## src/rtl/hex_seq_monitor.sv

```systemverilog
// rtl/hex_seq_monitor.sv - seven-segment digit sequence monitor with error counting
//
// Purpose:
//   Watches the active-low seven-segment pattern of a display that steps
//   through a five-entry digit table (D0..D4), forward or backward. The
//   monitor tracks the display's position in that table. It flags every
//   pattern that breaks the sequence and counts those errors, saturating
//   at 8'hFF.
//
// Build option:
//   HEX_SEQ_MONITOR_STICKY_ERR_EN
//     Defined:   err stays high from the first error until reset.
//     Undefined: err is high only for the sample that recorded an error.
//
// Ports:
//   clk        in   1  rising-edge clock
//   reset      in   1  synchronous, active-high reset
//   hex        in   7  observed segments, active-low, bit0=a .. bit6=g
//   dir        in   1  display direction: 0 = D0->D4, 1 = D4->D0
//   sample     in   1  hex/dir/dut_rst are valid this cycle
//   dut_rst    in   1  the display FSM was reset this step
//   digit      out  4  last decoded digit, 4'hF for an invalid pattern
//   locked     out  1  monitor is tracking the sequence position
//   expected   out  3  table index (0-4) of the next expected digit
//   err        out  1  error flag
//   err_count  out  8  saturating error count
//
// All outputs are registered. They change only on an edge where sample=1
// (or reset=1) and hold otherwise.

module hex_seq_monitor #(
  parameter logic [3:0] D0 = 4'd3,
  parameter logic [3:0] D1 = 4'd1,
  parameter logic [3:0] D2 = 4'd4,
  parameter logic [3:0] D3 = 4'd5,
  parameter logic [3:0] D4 = 4'd9
) (
  input  logic       clk,
  input  logic       reset,
  input  logic [6:0] hex,
  input  logic       dir,
  input  logic       sample,
  input  logic       dut_rst,
  output logic [3:0] digit,
  output logic       locked,
  output logic [2:0] expected,
  output logic       err,
  output logic [7:0] err_count
);

  typedef enum logic [1:0] {
    IDLE  = 2'd0,
    TRACK = 2'd1,
    FAULT = 2'd2
  } state_t;

  localparam logic [3:0] DIGIT_INVALID = 4'hF;

  state_t     state_q, state_d;
  logic [2:0] last_q, last_d;
  logic [3:0] digit_d;
  logic [2:0] expected_d;
  logic       err_d;
  logic [7:0] err_count_d;

  logic [3:0] dec;
  logic       hit;
  logic [2:0] hit_idx;
  logic [2:0] target;
  logic       bad;

  // Active-low segment decode; any pattern outside 0-9 (blank included)
  // maps to DIGIT_INVALID.
  function automatic logic [3:0] decode_seg(input logic [6:0] seg);
    logic [3:0] d;
    case (seg)
      7'b1000000: d = 4'd0;
      7'b1111001: d = 4'd1;
      7'b0100100: d = 4'd2;
      7'b0110000: d = 4'd3;
      7'b0011001: d = 4'd4;
      7'b0010010: d = 4'd5;
      7'b0000010: d = 4'd6;
      7'b1111000: d = 4'd7;
      7'b0000000: d = 4'd8;
      7'b0010000: d = 4'd9;
      default:    d = DIGIT_INVALID;
    endcase
    return d;
  endfunction

  function automatic logic [3:0] entry(input logic [2:0] idx);
    logic [3:0] e;
    case (idx)
      3'd0:    e = D0;
      3'd1:    e = D1;
      3'd2:    e = D2;
      3'd3:    e = D3;
      default: e = D4;
    endcase
    return e;
  endfunction

  function automatic logic [2:0] inc5(input logic [2:0] i);
    return (i >= 3'd4) ? 3'd0 : i + 3'd1;
  endfunction

  function automatic logic [2:0] dec5(input logic [2:0] i);
    return (i == 3'd0) ? 3'd4 : i - 3'd1;
  endfunction

  function automatic logic [2:0] step5(input logic [2:0] i, input logic d);
    return d ? dec5(i) : inc5(i);
  endfunction

  // Table lookup of the decoded digit. The table entries are distinct, so
  // at most one index can hit.
  always_comb begin
    hit     = 1'b0;
    hit_idx = 3'd0;
    dec     = decode_seg(hex);
    for (int i = 0; i < 5; i++) begin
      if (!hit && (dec == entry(i[2:0]))) begin
        hit     = 1'b1;
        hit_idx = i[2:0];
      end
    end
  end

  // The next position is derived from the last digit actually seen, using
  // the direction presented with this sample. A direction change therefore
  // takes effect immediately rather than one step late through the
  // registered 'expected' value.
  assign target = step5(last_q, dir);

  always_comb begin
    state_d     = state_q;
    last_d      = last_q;
    digit_d     = digit;
    expected_d  = expected;
    err_d       = err;
    err_count_d = err_count;
    bad         = 1'b0;

    if (sample) begin
      digit_d = dec;

      if (dut_rst) begin
        // The display restarted at D0, whatever we thought it was doing.
        state_d    = TRACK;
        last_d     = 3'd0;
        expected_d = dir ? 3'd4 : 3'd1;
        bad        = (dec != D0);
      end else begin
        case (state_q)
          TRACK: begin
            if (dec == entry(target)) begin
              last_d     = target;
              expected_d = step5(target, dir);
            end else begin
              state_d = FAULT;
              bad     = 1'b1;
            end
          end
          default: begin
            // IDLE and FAULT re-lock on any digit that is in the table.
            if (hit) begin
              state_d    = TRACK;
              last_d     = hit_idx;
              expected_d = step5(hit_idx, dir);
            end else begin
              bad = 1'b1;
            end
          end
        endcase
      end

`ifdef HEX_SEQ_MONITOR_STICKY_ERR_EN
      err_d = err | bad;
`else
      err_d = bad;
`endif

      if (bad && (err_count != 8'hFF)) begin
        err_count_d = err_count + 8'd1;
      end
    end
  end

  always_ff @(posedge clk) begin
    if (reset) begin
      state_q   <= IDLE;
      last_q    <= 3'd0;
      digit     <= DIGIT_INVALID;
      locked    <= 1'b0;
      expected  <= 3'd0;
      err       <= 1'b0;
      err_count <= 8'd0;
    end else begin
      state_q   <= state_d;
      last_q    <= last_d;
      digit     <= digit_d;
      locked    <= (state_d == TRACK);
      expected  <= expected_d;
      err       <= err_d;
      err_count <= err_count_d;
    end
  end

endmodule

```

## config.mk

```make
export PLATFORM = sky130hd
export DESIGN_NAME = hex_seq_monitor
export DESIGN_NICKNAME = d
export VERILOG_FILES = /design/src/rtl/hex_seq_monitor.sv
export SDC_FILE = /design/constraint.sdc
export NUM_CORES = 1
export LEC_CHECK = 0
export BUFFER_PORTS_ARGS = -buffer_cell sky130_fd_sc_hd__buf_2
export CAP_MARGIN = 0
export CORE_UTILIZATION = 40
export CTS_BUF_LIST = sky130_fd_sc_hd__clkbuf_4
export DETAILED_ROUTE_END_ITERATION = 12
export HOLD_SLACK_MARGIN = 0.03
export PLACE_DENSITY = 0.65
export SLEW_MARGIN = 20
export SYNTH_ARGS = -nofsm -noshare
export SYNTH_HDL_FRONTEND = slang
export SYNTH_SLANG_ARGS = --single-unit
export TNS_END_PERCENT = 30
```

## constraint.sdc

```tcl
create_clock -name clk -period 8.7 [get_ports clk]
set_clock_uncertainty 0.05 [all_clocks]
set_input_delay 1.74 -clock clk [delete_from_list [all_inputs] [get_ports clk]]
set_output_delay 1.74 -clock clk [all_outputs]
set_load 0.02 [all_outputs]
```

== Word-level counts from Yosys, hierarchy flattened ==
Index checks and enable logic that the tools add are counted.
Operators by class
  $add $sub $neg: 7
  order comparisons: 3
  equality and inequality tests: 23
  muxes and demuxes: 42
  reductions and logical operators: 16
Operators with widths (number)
  $mux W3: 21
  $pmux W4 S10: 1
  $eq A7 B5 Y1 const B: 3
  $eq A7 B7 Y1 const B: 3
  $pmux W4 S4: 1
  $eq A7 B6 Y1 const B: 2
  $mux W4: 3
  $mux W1: 11
  $mux W2: 5
  $add A3 B1 Y3 const B: 3
  $ge A3 B3 Y1 const B: 3
  $logic_not A3 Y1: 3
  $sub A3 B1 Y3 const B: 3
  $add A8 B1 Y8 const B: 1
  $eq A4 B3 Y1 const B: 2
  $ne A8 B8 Y1 const B: 1
  $eq A7 B2 Y1 const B: 1
  $logic_not A7 Y1: 1
  $eq A3 B2 Y1 const B: 2
  $logic_and A1 B1 Y1: 5
  $eq A2 B1 Y1 const B: 2
  $eq A4 B1 Y1 const B: 1
  $eq A4 B2 Y1 const B: 1
  $eq A4 B4 Y1: 1
  8 further kinds: 11
Storage, ports and cells
  register bits: 22
  input bits: 12
  output and inout bits: 17
  logic and storage cells: 98

== Longest topological paths before layout ==
  depth in word-level cells: 22
  depth in mapped cells: 14
  gate-level depth less buffers: 13

== Worst setup path after synthesis ==
No wires, ideal clock.
  path kind: input to register
  start point: input dir
  end point: register err_count[5]
  library setup time: 121 ps
  data arrival time: 4182 ps
  data required time: 8529 ps
  setup slack: 4347 ps
  cell stages on the path: 13
  path buffers: 2
  path through: clkbuf_1 > nor2_1 > a22oi_1 > inv_1 > ha_1 > ha_1 > nor3_1 > xor2_1 > a32o_1 > a31o_2 > buf_6 > nor3_1 > mux2_2
Between the ends
  cells in the longest elaborated chain, start to end: 13
  elaborated cells on any way between the ends: 16
  those cells by class: eq/ne (4); mux (9); reduce/logical (3)
Ends and longest elaborated chain
  from (decl): RTL line 41  | input logic dir,
  $mux W3 *: RTL line 113  | return d ? dec5(i) : inc5(i);
  $eq A3 B2 Y1, or another cell as far along: RTL line 94  | case (idx)
  $pmux W4 S4 *: RTL line 94
  $mux W4 *: RTL line 155  | case (state_q)
  $mux W4 *: RTL line 148  | if (dut_rst) begin
  $mux W4 *: RTL line 145  | if (sample) begin
  $eq A4 B4 Y1 *: RTL line 157  | if (dec == entry(target)) begin
  $mux W1 *: RTL line 157
  $mux W1 *: RTL line 155
  $mux W1 *: RTL line 148
  $mux W1 *: RTL line 145
  $logic_and A1 B1 Y1 *: RTL line 184  | if (bad && (err_count != 8'hFF)) begin
  $reduce_and A2 Y1 (no line) *
  to (signal assigned): RTL line 206  | err_count <= err_count_d;
  to (decl): RTL line 48  | output logic [7:0] err_count
Mark *: on every way between the ends. The rest lies on a longest branch, timed or not. The select of a mux whose other input is x is not followed.
A chain may end at the register's enable or synchronous reset.

== Final worst setup path ==
  start point: input dir
  end point: register expected[2]
Between the ends
  cells in the longest elaborated chain, start to end: 9
  elaborated cells on any way between the ends: 24
  those cells by class: add/sub (2); order compare (1); eq/ne (5); mux (14); reduce/logical (2)
Ends and longest elaborated chain
  $mux W3: RTL line 113
  $eq A3 B2 Y1, or another cell as far along: RTL line 94
  $pmux W4 S4: RTL line 94
  $mux W4: RTL line 155
  $mux W4: RTL line 148
  $mux W4: RTL line 145
  $eq A4 B4 Y1: RTL line 157
  $ne A3 B3 Y1 (no line)
  $reduce_and A3 Y1 (no line)
  to (signal assigned): RTL line 204  | expected <= expected_d;
  to (decl): RTL line 46  | output logic [2:0] expected,
Several ways; a longest one is shown, not always the timed one. The select of a mux whose other input is x is not followed.

==> impl_metrics.tcl <==
set metrics [dict create \
    syn_inst 225 \
    postCtsSetupRepairBufs 0 \
    cts_tree "yes" \
    power_w 0.000196 \
    synthFlopType "dfxtp_1" \
    p_comb_frac 0.226 \
    clkTransAtPathRegs_ns 0.11 \
    cts-root-buf "clkbuf_4" \
    crit_path_start_kind "input port" \
    via_per_inst 5.47 \
    max_slew_margin 0.397 \
    hold_slack_ns 0.406 \
    timing_hold_violations_final 0 \
    cts_max_level 1 \
    cp-end-kind "flop" \
    diodes 0 \
    run_status "finished clean" \
    place_area_um2 1910 \
    max_freq_mhz 227 \
    syn2layout_area_growth_pct 8.57 \
    grt_pass1_vias 1390 \
    synth_edf_count 0 \
    p_int_w 0.000136 \
    cts.sinks 22 \
    gp_congestion 0.843 \
    cp_slowest_cell "a41oi_1" \
    insertion_delay_ns 0.30 \
    drt_iter0_drc 61 \
    drv_slew 0 \
    setup_viol 0 \
    route.detailed.drc 0 \
    syn_nets 250 \
    die_h_um 68.7 \
    start_util 0.430 \
    worstPathCellList "buf_2 -> nor2_1 -> a22oi_1 -> inv_1 -> ha_1 -> ha_1 -> nor3_1 -> xor2_1 -> a32o_1 -> a41oi_1 -> mux2i_1 -> nor2_1" \
    routedWlPerCell_um 13.0 \
    antenna_found_initial 0 \
    avgSynthCellArea_um2 7.92 \
    ys_seq_area_frac 0.247 \
    ctsLongestPathBuffers 2 \
    ir_worst_vdd_v 0.000102 \
    cts_inserted_buffers 3 \
    drive_gt1_frac 0.197 \
    ys_ff_latch 22 \
    ios 29 \
    yosysTopAreaCell "dfxtp_1" \
    synthTopCellsByCount "25 x nand2_1, 22 x a21oi_1, 22 x dfxtp_1" \
    arrival_ns 4.54 \
    synth_area_leaders "dfxtp_1 25%, ha_1 9.1%, a21oi_1 6.2%, nand2_1 5.3%, nor2_1 4.2%" \
    wl_met2_um 1710 \
    pwr-share-seq 0.542 \
    clockPowerShare 0.232 \
    synth_most_common_cell "nand2_1" \
    yosys.area.top_type_share 0.247 \
    top_layer_used "met4" \
    fin_crit_ns 4.40 \
    final_area_um2 1930 \
    grt.overflow.total 0 \
    grt_max_degree 26 \
    path_class "in2reg" \
    synth_warnings 0 \
    async_flop_share 0 \
    required_ns 8.84 \
    p_switching_w 0.0000595 \
    syn-cell-area_um2 1780 \
    grt_use_total 0.179 \
    final_nets 270 \
    final.setup.worst_slack_ns 4.30 \
    ant_nets 0 \
    power_density_nw_per_um2 101 \
    p_leak_nw 0.789 \
    post_cts_resized 0 \
    row_count 23 \
    io_buffers 28 \
    synth.distinct_cells 51 \
    dp_slack_ns 3.97 \
    worstMarginPinSlew_ns 0.892 \
    dr_total_vias 1609 \
    crit_fanout 15 \
    routed_wl_um 3810 \
    grt_first_pass_wirelength_um 6400 \
    switching_share 0.304 \
    fin_crit_sh 0.506 \
    dieArea_um2 4730 \
    wl_met3_um 116 \
    hold_class "reg2reg" \
    ctsHoldBuffers 0 \
    core-area_um2 4140 \
    fillers 428 \
    finalSetupTns_ns 0 \
    wl_met1_um 1970 \
    die_x_um 68.7 \
    drtPass1Iterations 4 \
    cpPeakStageDelay_ns 0.76 \
    cap_violations 0 \
    rsz0062_at_grt "false" \
    dp_hpwl_um 2890 \
]
-- kinds of logic after synthesis --
group                    after synthesis  synth area share
flip-flops                            22             0.247
AND/OR/NAND/NOR                       99             0.304
XOR/XNOR                               3            0.0147
adder cells (fa/ha/maj)               13            0.0913
multiplexers                          10            0.0660
AO/OA/AOI/OAI                         54             0.211
buffers and inverters                 24            0.0660
-- layout by cell type (no fill, tap or decap), types with 7 or more instances in the layout --
cell type	count
nand2_1	25
a21oi_1	22
buf_2	28
ha_1	13
o21ai_0	7
dfxtp_1	22
nand2b_1	10
nor2_1	20
inv_1	11
nand3_1	7
-- path summary, 6_finish.rpt --
check | from | endpoint | slack (ns) | cells after the start
worst max-delay path | dir | expected[2] | 4.30 | 12
worst min-delay path | expected[1] | expected[1] | 0.41 | 2
worst max register to register | last_q[0] | expected[2] | 4.97 | 13
worst min register to register | expected[1] | expected[1] | 0.41 | 2
-- critical path, delay by kind of cell --
| kind | cells | cell delay [ns] |
|---|---|---|
| buffers and inverters | 2 | 0.33 |
| AO/OA/AOI/OAI | 3 | 1.34 |
| adder cells (fa/ha/maj) | 2 | 0.43 |
| XOR/XNOR | 1 | 0.10 |
| AND/OR/NAND/NOR | 3 | 0.34 |
| multiplexers | 1 | 0.26 |
-- sequential cells by signal (all words and copies together) (netlist names) --
signal and cells:
state_q 2, err 1, expected 3, last_q 3, digit 4, locked 1
err_count 8
-- metrics by stage --
step	util	std cells
5_1_grt	0.467	294
2_1_floorplan	-	225
3_3_place_gp	0.460	290
6_report	0.467	294
4_1_cts	0.467	294
3_5_place_dp	0.460	290
-- area by class of cell --
cell class | count | area [um^2] | share of cell area
multi-input combinational | 179 | 1220 | 0.633
sequential | 22 | 440 | 0.228
timing repair buffer | 28 | 140 | 0.0724
tap | 50 | 62.6 | 0.0323
inverter | 11 | 41.3 | 0.0213
clock buffer | 3 | 22.5 | 0.0116
clock inverter | 1 | 3.75 | 0.00194
-- layer usage --
layer | GRT usage | vias to the layer above
li1 | - | 846
met1 | 0.245 | 739
met2 | 0.292 | 22
met3 | 0.0345 | 2
met4 | 0.0383 | 0
met5 | 0 | -
-- power groups by stage --
stage | combinational [W] | clock, W | sequential, W
after floorplan | 0.0000307 | 0 | 0.000111
after global placement | 0.0000442 | 0 | 0.000109
after detailed placement | 0.0000444 | 0 | 0.000108
after CTS | 0.0000446 | 0.0000493 | 0.000106
after global routing | 0.0000494 | 0.0000530 | 0.000107
final | 0.0000444 | 0.0000454 | 0.000106
Power figures use the tool's default switching activity.
